==> src/rtl/axi_stream_pkg.sv <==
// Shared types and constants for the AXI-Stream pattern checker.
// The optional LFSR backpressure (AXI_STREAM_CHECK_BACKPRESSURE_EN) uses LFSR_TAPS.
package axi_stream_pkg;

  localparam int AXIS_DATA_WIDTH = 32;

  typedef logic [AXIS_DATA_WIDTH-1:0] data_t;

  typedef enum logic [1:0] {
    IDLE = 2'd0,
    RECV = 2'd1,
    DONE = 2'd2
  } checker_state_e;

  // Fibonacci taps 8,6,5,4 expressed as a mask over bits [7:0]
  localparam logic [7:0] LFSR_TAPS = 8'hB8;

endpackage

==> src/rtl/axi_stream_ready_gen.sv <==
// Pseudo-random ready generator: bit0 of an 8-bit Fibonacci LFSR.
// Only instantiated when AXI_STREAM_CHECK_BACKPRESSURE_EN is defined.
module axi_stream_ready_gen
  import axi_stream_pkg::*;
#(
  parameter logic [7:0] SEED = 8'hA5
) (
  input  logic aclk,
  input  logic areset,
  input  logic load,
  input  logic enable,
  output logic ready
);

  logic [7:0] lfsr_q;

  always_ff @(posedge aclk or posedge areset) begin
    if (areset) begin
      lfsr_q <= SEED;
    end else if (load) begin
      lfsr_q <= SEED;
    end else if (enable) begin
      lfsr_q <= {lfsr_q[6:0], ^(lfsr_q & LFSR_TAPS)};
    end
  end

  assign ready = lfsr_q[0];

endmodule

==> config.mk <==
export PLATFORM = sky130hd
export DESIGN_NAME = axi_stream_ready_gen
export DESIGN_NICKNAME = d
export VERILOG_FILES = /design/src/rtl/axi_stream_pkg.sv /design/src/rtl/axi_stream_ready_gen.sv
export SDC_FILE = /design/constraint.sdc
export NUM_CORES = 1
export LEC_CHECK = 0
export CAP_MARGIN = 10
export CORE_MARGIN = 2
export CORE_UTILIZATION = 25
export CTS_BUF_LIST = sky130_fd_sc_hd__clkbuf_8
export CTS_CLUSTER_SIZE = 12
export DETAILED_ROUTE_END_ITERATION = 8
export SLEW_MARGIN = 0
export SYNTH_ARGS = -nofsm -noshare
export SYNTH_HDL_FRONTEND = slang
export SYNTH_SLANG_ARGS = --single-unit
==> constraint.sdc <==
create_clock -name aclk -period 0.9 [get_ports aclk]
set_input_delay 0.18 -clock aclk [delete_from_list [all_inputs] [get_ports aclk]]
set_output_delay 0.18 -clock aclk [all_outputs]
set_load 0.01 [all_outputs]
==> qor.yml <==
outcome: "finished, violations left"
violations: "negative setup slack"
viasPerCell: 4.36
slowest_stage: "dfstp_2"
core_area_um2: 1300
cp_top_family: "flip-flops"
seq_area_um2: 205
worst_slew_pin_slew_ns: 0.294
clk_latency_ns: 0.23
gp_congestion: 0.708
synth_top_area_cell: "dfstp_2"
io_buffers: 4
ys_top_cells_by_area: "dfstp_2, dfrtp_1, mux2i_1"
dpl.cell_count: 54
reg_top3: "lfsr_q: 8 flops"
totalPowerFinal_w: 0.00102
synth_area_per_cell_um2: 11.7
largest_register_ffs: 8
crit_chain: "buf_6"
grt_usage: 0.109
antenna_found_initial: 0
maxCapViolations: 0
netlist_area_um2: 352
cp-start-kind: "flip-flop"
synth_warnings: 0
finalInstanceArea_um2: 523
hold_path.class: "in2async"
cp.arrival_ns: 0.85
ys_seq_area_frac: 0.584
placed_area_um2: 458
finalWorstSetupSlack_ns: -0.134
firstDrtPassIters: 2
cp-end-kind: "output pin"
regMostFlops: "lfsr_q"
htreeDepth: 1
power_leakage_nw: 0.258
routed-via-count: 253
area_growth_pct: 48.8
cpPeakStageDelay_ns: 0.53
cts_root_buffer: "clkbuf_8"
syn_inst: 30
grt_pass1_wl_um: 1250
die_x_um: 41.5
io_pins: 5
place.detailed.hpwl_um: 526
finalSetupTns_ns: -0.196
yosysMostFrequentCell: "mux2i_1"
ant_nets: 0
cts_setup_buffers: 0
grt_pass1_vias: 279
irDropWorstVdd_v: 0.000989
start_util: 0.270
fin_nets: 49
instances_no_fill: 58
period_share: 1.15
hold_viol_final: 0
layout-drive-gt1-share: 0.395
yosys.area.top_type_share: 0.299
synth-seq-cells: 8
slew_headroom: 0.804
slew_viol_final: 0
clock_skew_ns: 0.00400
grt_overflow_total: 0
ys.flop_type: "dfstp_2"
die-area_um2: 1720
p_per_area_nw_per_um2: 1960
clk_pin_slew_ns: 0.04
worstSetupPathType: "reg2out"
critPathBufInv: 1
clock_path_buffers: 2
cp_max_fo: 2
multiInputGateArea_um2: 149
synth_edf_count: 0
finalSetupViolations: 2
die_h_um: 41.5
synth_nets: 34
fmax_ghz: 0.967
cts_tree: "done"
drc_errors: 0
drtIter0Drc: 2
worstPathRequired_ns: 0.72
cts_buffers: 3
rsz0062_at_grt: "yes"
routedWlPerCell_um: 12.2
grt_max_degree: 9
filler_cell_count: 128
period_minus_slack_ns: 1.03
row_count: 13
fin_util: 0.402
ctsHoldBuffers: 0
synth_cell_types: 10
cts.sink_count: 8
synthArstFlopShare: 1.00
routed_wl_um: 705
synthTopCellsByCount: "mux2i_1, dfrtp_1, dfstp_2, nor2_1"
n_antenna_cell: 0
==> worst paths after layout <==
path / slack, ns / cells past startpoint / from / endpoint
hold / removal: 0.19 / 2 / areset / lfsr_q[1]
max in group asynchronous: 0.43 / 2 / areset / lfsr_q[7]
min in group aclk: 0.45 / 3 / enable / lfsr_q[0]
setup reg to reg: -0.06 / 3 / lfsr_q[5] / lfsr_q[0]
hold reg to reg: 0.50 / 2 / lfsr_q[6] / lfsr_q[7]
setup / recovery: -0.13 / 1 / lfsr_q[0] / ready
==> stage by stage <==
stage / setup slack, ns / hold WS [ns]
final: -0.134 / 0.188
after global routing: -0.167 / 0.217
after CTS: -0.141 / 0.198
after detailed placement: -0.332 / 0.443
after global placement: -0.314 / 0.430
after floorplan: -0.0347 / -0.00720
==> final cells by class <==
type	instances	share of cell area
tap	15	0.0359
inverter	2	0.0144
timing repair buffer	11	0.194
multi-input combinational	19	0.285
sequential	8	0.392
clock buffer	3	0.0789
==> what timing repair did <==
| item | 4_1_cts | 5_1_grt |
|---|---|---|
| pin swaps | 2 | 2 |
| gates cloned | 1 | 0 |
| resized for setup | 8 | 2 |
| endpoints found under the setup margin | 9 | 7 |
==> report_power, final <==
part / internal [W] / switching [W]
Sequential: 0.000406 / 0.0000261
Clock: 0.000289 / 0.000136
Combinational: 0.000103 / 0.0000654
Total: 0.000798 / 0.000227
==> logic make-up after synthesis <==
| logic type | Yosys count | share of synthesized area |
|---|---|---|
| AO/OA/AOI/OAI | 1 | 0.0178 |
| buffers and inverters | 3 | 0.0356 |
| XOR/XNOR | 3 | 0.0747 |
| AND/OR/NAND/NOR | 8 | 0.0889 |
| multiplexers | 7 | 0.199 |
| flip-flops | 8 | 0.584 |
==> routing by layer <==
layer  vias to the layer above  GRT usage  part of all wire
met2                         6      0.159              0.54
met4                         0     0.0968             0.038
met1                       118      0.104              0.35
li1                        125          -                 -
met3                         4     0.0696             0.068
met5                         -          0                 0
==> layout by cell type, fill, tap and decap left out <==
cell type        count
mux2i_1              7
nor2_1               4
dfstp_2              4
dfrtp_1              4
buf_6                4
nand2_1              3
clkbuf_8             3
buf_4                3
inv_1                2
xnor2_2              2
clkdlybuf4s50_1      2
xnor2_1              1
nor3_1               1
a31oi_1              1
buf_2                1
dlygate4sd2_1        1
(Power assumes the default switching activity.)
==> RTL change: new RTL, same settings <==
Reset style: synchronous (`areset`), changed in one clocked block.
--- a/src/rtl/axi_stream_ready_gen.sv
+++ b/src/rtl/axi_stream_ready_gen.sv
@@ -14,7 +14,7 @@
 
   logic [7:0] lfsr_q;
 
-  always_ff @(posedge aclk or posedge areset) begin
+  always_ff @(posedge aclk) begin
     if (areset) begin
       lfsr_q <= SEED;
     end else if (load) begin
Function: differs if areset is asserted again (counterexample within 4 cycles, from zero or initial values and one cycle with areset high); with areset held inactive, the same outputs for 10 cycles.
==> RTL change against the unedited design <==
Power down 11%. Sequential cell count did not move. Worst setup slack better by 0.19 ns. First-iteration DRC count decreased by 50%. Cell area shrank 13%. Area after synthesis shrank 7.8%. Wire length down 17%. Global-route usage rose by 0.16 points. Core utilization decreased by 0.69 points. Hold slack improved by 0.15 ns. Combinational power shrank 43%. Critical path type unchanged. Critical path depth is the same.
==> RTL change: results (changes against the unedited design) <==
drt total wl 582 um (was 705 um); post-CTS sizing 9 (was 8); Tot Pwr 908 uW (was 1.02 mW); Placed Area 407 um^2 (was 458 um^2); register area 166 um^2 (was 205 um^2); n_taps 14 (was 15); Vias 235 (was 253); GRT Util Overall 11.1% (was 10.9%); Slew HR 82.2% (was 80.4%); Placer Congestion 0.788 (was 0.708); r2r setup slk 0.06 ns (was -0.06 ns); Clock Skew 0.00184 ns (was 0.00400 ns); CP peak stage delay 0.31 ns (was 0.53 ns); Mean Syn Cell Area 10.8 um^2 (was 11.7 um^2); Setup Slack @ Placement -0.322 ns (was -0.332 ns); area of the multi-input gates 161 um^2 (was 149 um^2); commonest cells in the netlist 8 x dfxtp_1, 7 x mux2i_1, 5 x nor2_1, 3 x nand2_1, 2 x xnor2_2 (was 7 x mux2i_1, 4 x dfrtp_1, 4 x dfstp_2, 4 x nor2_1); first-pass GRT wire length 1070 um (was 1250 um); ys flop type dfxtp_1 (was dfstp_2); vias in the first global route 259 (was 279); FF-to-FF Start lfsr_q[3] (was lfsr_q[5]); post-DP HPWL 406 um (was 526 um); HP Class in -> reg (was in -> async); slowest stage cell, crit path dfxtp_2 (was dfstp_2); switching share of power 20.6% (was 22.2%); Reg2Reg Capture Point lfsr_q[0] (unchanged); Clock Power Share 46.9% (was 41.4%); DR iter-0 viols 1 (was 2); nets 47 (was 49); top cells by area, synth dfxtp_1 49%, mux2i_1 22%, xnor2_2 10% (was dfstp_2 30%, dfrtp_1 28%, mux2i_1 20%); outcome completed (was finished with violations); P_leak 0.209 nW (was 0.258 nW); placed cell count 51 (was 54); num sequential 8 (unchanged); seq pwr 387 uW (was 432 uW); fill cell count 117 (was 128); fraction of layout cells with a size suffix above 1 41.5% (was 39.5%); multi-input logic cell count 21 (was 19); clk cell area share 9.04% (was 7.89%); non-clk buf share 15.3% (was 19.4%); Non-clk invs 0 (was 2); asr flop ratio synth 0% (was 100%); post-route insts no fill 55 (was 58); Critical Path AT 0.67 ns (was 0.85 ns); Hold WS 0.336 ns (was 0.188 ns); largest net degree at the start of global routing 6 (was 9); worst vdd ir 0.968 mV (was 0.989 mV)
[RTL change: changes by cell type after synthesis, sizes merged]
| cell | before | now |
|---|---|---|
| dfstp | 4 | 0 |
| dfxtp | 0 | 8 |
| dfrtp | 4 | 0 |
| or2 | 0 | 1 |
| inv | 2 | 0 |
| nor2 | 4 | 5 |
[RTL change: kinds of logic after synthesis]
kind of cell	Yosys count	share of synthesized area [%]
simple gates	10	12.7
flops	8	49.4
xor+xnor	3	12.7
compound gates	1	1.93
buf+inv	1	1.54
mux	7	21.6
[RTL change: layer usage]
| layer | track usage (%) | part of all wire, % | vias to the layer above |
|---|---|---|---|
| li1 | - | - | 121 |
| met1 | 12.0 | 46 | 103 |
| met2 | 15.7 | 43 | 7 |
| met3 | 1.67 | 4.0 | 4 |
| met4 | 15.5 | 6.2 | 0 |
| met5 | 0 | 0 | - |
